<file path="config.mk">
export PLATFORM = sky130hd
export DESIGN_NAME = ret_addr_stack
export DESIGN_NICKNAME = d
export VERILOG_FILES = /design/src/rtl/ret_addr_stack.sv
export SDC_FILE = /design/constraint.sdc
export NUM_CORES = 1
export LEC_CHECK = 0
export CORE_AREA = 10 10 108 110
export CTS_CLUSTER_SIZE = 30
export DETAILED_ROUTE_END_ITERATION = 12
export DIE_AREA = 0 0 118 120
export DONT_BUFFER_PORTS = 1
export PLACE_DENSITY = 0.49
export SYNTH_ARGS = -nofsm -noshare
export SYNTH_HDL_FRONTEND = slang
export SYNTH_SLANG_ARGS = --single-unit
export TNS_END_PERCENT = 1
</file>
<file path="constraint.sdc">
create_clock -name clk_i -period 3.1 [get_ports clk_i]
set_clock_uncertainty 0.05 [all_clocks]
set_input_delay 0.93 -clock clk_i [delete_from_list [all_inputs] [get_ports clk_i]]
set_output_delay 0.93 -clock clk_i [all_outputs]
set_load 0.05 [all_outputs]
</file>
<file path="src/rtl/ret_addr_stack.sv">
// ----------------------------------------------------------------------------
// Module   : ret_addr_stack
// Brief    : Circular return-address stack for the frontend branch predictor.
//            Optional macro RAS_OVERFLOW_WRAP_EN: a push while full overwrites
//            the oldest entry instead of being dropped.
// Revision : 1.0 - initial release
// ----------------------------------------------------------------------------
`default_nettype none

module ret_addr_stack #(
  parameter int DEPTH = 2,
  parameter int VLEN  = 39
) (
  input  logic            clk_i,
  input  logic            rst_ni,
  input  logic            flush_i,
  input  logic            push_i,
  input  logic            pop_i,
  input  logic [VLEN-1:0] data_i,
  output logic            valid_o,
  output logic [VLEN-1:0] addr_o,
  output logic            ovf_o
);

  localparam int PTR_W = (DEPTH > 1) ? $clog2(DEPTH) : 1;
  localparam int CNT_W = $clog2(DEPTH + 1);

`ifdef RAS_OVERFLOW_WRAP_EN
  localparam bit c_WRAP_EN = 1'b1;
`else
  localparam bit c_WRAP_EN = 1'b0;
`endif

  logic            r_valid [DEPTH];
  logic [VLEN-1:0] r_addr  [DEPTH];
  logic [PTR_W-1:0] r_tp;
  logic [CNT_W-1:0] r_cnt;

  logic             w_empty;
  logic             w_full;
  logic [PTR_W-1:0] w_tp_inc;
  logic [PTR_W-1:0] w_tp_dec;
  logic             w_push_only;
  logic             w_pop_only;
  logic             w_push_pop;

  assign w_empty     = (r_cnt == '0);
  assign w_full      = (r_cnt == CNT_W'(DEPTH));
  assign w_tp_inc    = r_tp + PTR_W'(1);
  assign w_tp_dec    = r_tp - PTR_W'(1);
  assign w_push_only = push_i && !pop_i;
  assign w_pop_only  = pop_i && !push_i;
  // On an empty stack a simultaneous push & pop degenerates to a plain push.
  assign w_push_pop  = push_i && pop_i && !w_empty;

  always_ff @(posedge clk_i or negedge rst_ni) begin
    if (!rst_ni) begin
      for (int i = 0; i < DEPTH; i++) begin
        r_valid[i] <= 1'b0;
        r_addr[i]  <= '0;
      end
      r_tp  <= '0;
      r_cnt <= '0;
    end else if (flush_i) begin
      for (int i = 0; i < DEPTH; i++) begin
        r_valid[i] <= 1'b0;
      end
      r_tp  <= '0;
      r_cnt <= '0;
    end else if (w_push_pop) begin
      r_valid[r_tp] <= 1'b1;
      r_addr[r_tp]  <= data_i;
    end else if (push_i && (!w_full || c_WRAP_EN)) begin
      r_tp              <= w_tp_inc;
      r_valid[w_tp_inc] <= 1'b1;
      r_addr[w_tp_inc]  <= data_i;
      if (!w_full) begin
        r_cnt <= r_cnt + CNT_W'(1);
      end
    end else if (w_pop_only && !w_empty) begin
      r_valid[r_tp] <= 1'b0;
      r_tp          <= w_tp_dec;
      r_cnt         <= r_cnt - CNT_W'(1);
    end
  end

  assign valid_o = !w_empty;
  assign addr_o  = valid_o ? r_addr[r_tp] : '0;
  assign ovf_o   = !flush_i && w_push_only && w_full;

endmodule

`default_nettype wire

</file>
==> results.cfg, run 1 <==
[layout]
n_fill_cell = 902
final_net_count = 368
area_growth_pct = 19.9
num_antenna_cells = 0
drive_above_1_share_pct = 41.3
final_util_pct = 46.8

[critical_path]
critical_path.top_delay_family = flip-flops
path_cells = nor2_4, buf_12, nor2_1, buf_4
crit_end = addr_o[28]
arrival_ns = 1.76
worst_r2r_endpoint = r_addr[41]
cp.depth = 4
worstPathMaxFanout = 30
critPathBufInv = 2
reg2reg_slack_ns = 0.87
critPathLaunch = r_cnt[1]
start_kind = register
worst_r2r_path_depth = 6
r2r_start = r_tp
critPathKind = reg2out
crit_slowest_cell = dfrtp_1
cp.required_ns = 2.12
slowest_delay_ns = 0.51
cp-end-kind = output port

[floorplan]
rows = 36
io_pins = 85
initial_utilization_pct = 39.0
core_area_um2 = 9550
dieHeight_um = 120
die_area_um2 = 14200
die_w_um = 118

[global_routing]
overflow = 0
antenna_found_initial = 0
grt_pass1_vias = 2424
grt_pass1_wl_mm = 13.2
grt_max_degree = 82
grtUsageTotal_pct = 11.7

[sta]
setup_viol = 0
hold_slack_ns = 0.218
slew_violations = 0
fin_ws_ns = 0.364
fin_tns_setup_ns = 0
final-hold-violation-count = 0
max_freq_mhz = 366
finalCritPeriodShare_pct = 88.3
tightestPinTransition_ns = 0.385
timing.final.crit_period_ns = 2.74
rsz0062_at_grt = false
max_slew_margin_pct = 74.3

[routing]
via_per_inst = 4.83
drt-total-wl_mm = 8.23
drc = 0
first_pass_iters = 4
first_iter_violations = 100
route.vias.total = 2231
ant_nets = 0
wl_per_cell_um = 17.8

[placed_design]
dp.final_hpwl_mm = 5.34
dp_slack_ns = 0.490
routabilityCongestion = 0.739
port_buffers = 0

[synth]
synthArstFlopShare_pct = 100
synth_common_cells = 81 x dfrtp_1, 68 x mux2_2, 44 x nor2_1, 41 x mux2i_1, 10 x mux2_1
yosysMostFrequentCell = dfrtp_1
yosysTopAreaCell = dfrtp_1
ys_types = 27
synthFlopType = dfrtp_1
synth-seq-cells = 81
syn_nets = 329
ys_seq_area_share_pct = 54.4
synthCells = 285
netlist.area_leader.share_pct = 54.4
synth_edf_count = 0
syn_avg_cell_area_um2 = 13.1
synth.top_cells.by_area = dfrtp_1 54%, mux2_2 21%, mux2i_1 11%, nor2_1 4.4%, mux2_1 3.0%
netlist_area_um2 = 3720
yosysWarnings = 0

[min_path]
hold_path_class = in2async

[pwr]
total_power_w = 0.00391
cellLeakagePower_nw = 1.92
vdd_drop_max_mv = 0.352
power_density_nw_per_um2 = 877

[clock_tree]
postCtsHoldBufs = 0
h-tree-depth = 3
clockBufferDepth = 2
cts.repair.resized = 0
cts_setup_buffers = 0
numCtsBuffers = 9
clock-sinks = 81
clk_latency_ns = 0.35
clk_pin_slew_ns = 0.08
cts_root_buf = clkbuf_8
cts_tree = done

[flow_run]
maxCapViolations = 0

[status]
status = completed
## flip-flops by register name, summed over array words and instances, names as in the netlist
| register | flops |
|---|---|
| r_tp | 1 |
| r_addr | 78 |
| r_cnt | 2 |
## worst min path at each step
stage	endpoint	slack (ns)	depth (start not counted)
floorplan	r_addr[67]	0.41	1
global placement	r_addr[74]	0.42	1
detailed placement	r_addr[70]	0.43	1
CTS	r_addr[23]	0.19	0
global route	r_cnt[1]	0.19	0
finish	r_cnt[1]	0.22	0
## logic make-up (layout without fill, tap and decap cells)
kind of cell	count (synthesis)	after routing	synth area share [%]
flip-flops	81	81	54.4
AND/OR/NAND/NOR	54	54	6.18
XOR/XNOR	3	3	0.706
AO/OA/AOI/OAI	7	7	1.28
buffers and inverters	21	65	2.79
multiplexers	119	119	34.6
## metrics by stage
step                      area, µm²  std cells
after global routing           4470        462
final                          4470        462
after detailed placement       4200        446
after CTS                      4470        462
after global placement         4200        446
after floorplan                3730        285
## worst register-to-register path, stage by stage, from the launching register on
cell and delay (ns):
dfrtp_2 0.42, buf_12 0.22, and3_1 0.20, or3_1 0.38, a21oi_4 0.13, buf_4 0.32, mux2_2 0.39
## layer usage
metal | share of wire, % | vias up | global-route usage, %
met5 | 0 | - | 0
met4 | 0.53 | 0 | 4.17
met3 | 8.2 | 2 | 5.34
met2 | 46 | 54 | 18.0
met1 | 45 | 1113 | 14.1
li1 | - | 1062 | -
## layout by cell type (no fill, tap or decap), types with 2 or more instances in the layout
| cell | count |
|---|---|
| dfrtp_1 | 80 |
| mux2_2 | 68 |
| buf_4 | 45 |
| nor2_1 | 43 |
| mux2i_1 | 41 |
| mux2_1 | 10 |
| clkbuf_8 | 9 |
| bufinv_16 | 4 |
| nor2b_1 | 3 |
| inv_1 | 2 |
| a21oi_1 | 2 |
| xor2_1 | 2 |
| buf_12 | 2 |
## report_power, final
part	internal, W	total (W)	switching, W	leakage (nW)
clock network	0.000618	0.00101	0.000393	0.130
registers	0.00145	0.00164	0.000188	0.963
logic	0.000577	0.00126	0.000688	0.827
## final cells by class
cell class                 count  area, µm²  share of cell area, %
clock buffer                   9        124                   2.77
clock inverter                 7        141                   3.17
inverter                       2       7.51                  0.168
multi-input combinational    183       1620                   36.3
sequential                    81       2030                   45.4
tap                          133        166                   3.73
timing repair buffer          47        378                   8.46
No activity file was read; power rests on OpenSTA's default activity.
==> inputs of run 2 (changes only) <==
==> constraint.sdc (replaced) <==
create_clock -name clk_i -period 2.57 [get_ports clk_i]
set_clock_uncertainty 0.05 [all_clocks]
set_input_delay 0.771 -clock clk_i [delete_from_list [all_inputs] [get_ports clk_i]]
set_output_delay 0.771 -clock clk_i [all_outputs]
set_load 0.05 [all_outputs]
==> results.cfg, run 2 (same netlist as run 1, synthesis figures left out) <==
[floorplan]
io_pins = 85
die_w_um = 118
dieHeight_um = 120
core_area_um2 = 9550
initial_utilization_pct = 39.0
die_area_um2 = 14200
rows = 36

[sta]
rsz0062_at_grt = false
max_slew_margin_pct = 71.6
timing.final.crit_period_ns = 2.43
tightestPinTransition_ns = 0.426
fin_tns_setup_ns = 0
finalCritPeriodShare_pct = 94.7
max_freq_mhz = 411
slew_violations = 0
fin_ws_ns = 0.135
final-hold-violation-count = 0
setup_viol = 0

[critical_path]
path_cells = nor2_4, buf_4, nor2_1, buf_4
cp.required_ns = 1.75
critPathKind = reg2out
arrival_ns = 1.61
crit_slowest_cell = dfrtp_1
start_kind = register
cpMostUsedCell = buf_4
slowest_delay_ns = 0.61
worstPathMaxFanout = 19
cp-end-kind = output port

[pwr]
cellLeakagePower_nw = 1.95
pwr-share-comb_pct = 32.8
p_int_w = 0.00321
sequentialPowerShare_pct = 42.0
netSwitchingPower_w = 0.00149
power_density_nw_per_um2 = 1040
pwr-share-clk_pct = 25.2
vdd_drop_max_mv = 0.438
p_sw_share_pct = 31.8

[clock_tree]
h-tree-depth = 3
cts.repair.resized = 0
clk_latency_ns = 0.34
cts_tree = done
postCtsHoldBufs = 0
clock-sinks = 81
cts_setup_buffers = 0
clockBufferDepth = 2
cts_root_buf = clkbuf_8
clk_pin_slew_ns = 0.08
numCtsBuffers = 9

[global_routing]
grt_max_degree = 82
overflow = 0
grtUsageTotal_pct = 11.4
grt_pass1_vias = 2464
antenna_found_initial = 0
grt_pass1_wl_mm = 13.0

[layout]
final_net_count = 373
n_fill_cell = 915
largest_reg_flops = 78
final_common_cell = dfrtp_1
final_cell_mix = 80 x dfrtp_1, 68 x mux2_2, 47 x buf_4
area_growth_pct = 21.9
drive_above_1_share_pct = 41.7
final_util_pct = 47.5
regMostFlops = r_addr
largest_registers = r_addr: 78 flops, r_cnt: 2 flops, r_tp: 1 flops
num_antenna_cells = 0

[min_path]
hold_path_class = in2async

[routing]
first_pass_iters = 4
drc = 0
route.vias.total = 2245
ant_nets = 0
drt-total-wl_mm = 7.90
wl_per_cell_um = 16.9
via_per_inst = 4.82
first_iter_violations = 75

[placed_design]
dp_slack_ns = 0.191
dp.final_hpwl_mm = 5.45
routabilityCongestion = 0.696
port_buffers = 0

[flow_run]
maxCapViolations = 0

[status]
status = completed
==> run 2: path summary, 6_finish.rpt <==
path	end	start	depth (start not counted)	slack, ns
max	addr_o[26]	r_cnt[0]	4	0.14
min	r_cnt[0]	rst_ni	0	0.07
max reg2reg	r_addr[17]	r_tp	6	0.42
min reg2reg	r_addr[67]	r_addr[67]	1	0.44
max in group asynchronous	r_addr[14]	rst_ni	0	2.23
min in group clk_i	r_cnt[0]	flush_i	1	0.44
==> run 2: metrics by stage <==
stage               area, µm²  std cells  power (W)  hold slack, ns
floorplan                3740        285    0.00316           0.407
global placement         4260        448    0.00353           0.416
detailed placement       4260        448    0.00357           0.424
CTS                      4520        463    0.00478          0.0402
global route             4540        466    0.00499          0.0336
finish                   4540        466    0.00470          0.0660
==> run 2: layout make-up <==
type                       count  area, µm²  area share [%]
tap                          133        166            3.66
clock buffer                  10        128            2.81
multi-input combinational    183       1630            35.9
inverter                       2       7.51           0.165
sequential                    81       2030            44.7
timing repair buffer          52        453            9.98
clock inverter                 5        129            2.84
==> run 2: worst max-delay path: cells and delay by family, from the launching register on <==
kind / cells / cell delay (ns)
buffers and inverters: 2 / 0.44
AND/OR/NAND/NOR: 2 / 0.21
flip-flops: 1 / 0.61
==> run 2: power by group through the flow <==
stage / logic (W) / clock network, W / registers [W]
detailed placement: 0.00156 / 0 / 0.00202
CTS: 0.00156 / 0.00123 / 0.00199
global route: 0.00167 / 0.00128 / 0.00204
finish: 0.00154 / 0.00119 / 0.00198
floorplan: 0.00123 / 0 / 0.00193
global placement: 0.00153 / 0 / 0.00200
==> run 2: metal layers <==
layer	vias to the layer above	track usage [%]	routed length (µm)
li1	1071	-	-
met1	1111	13.1	3330
met2	54	18.6	3850
met3	9	4.74	607
met4	0	4.87	113
met5	-	0	0
==> inputs of run 3 (changes only) <==
--- a/config.mk
+++ b/config.mk
@@ -10,7 +10,9 @@
 export DETAILED_ROUTE_END_ITERATION = 12
 export DIE_AREA = 0 0 118 120
 export DONT_BUFFER_PORTS = 1
+export GPL_ROUTABILITY_DRIVEN = 0
 export PLACE_DENSITY = 0.49
+export SLEW_MARGIN = 20
 export SYNTH_ARGS = -nofsm -noshare
 export SYNTH_HDL_FRONTEND = slang
 export SYNTH_SLANG_ARGS = --single-unit
==> results of run 3 <==
The final DEF is identical to that of run 2; final timing and power are the same.
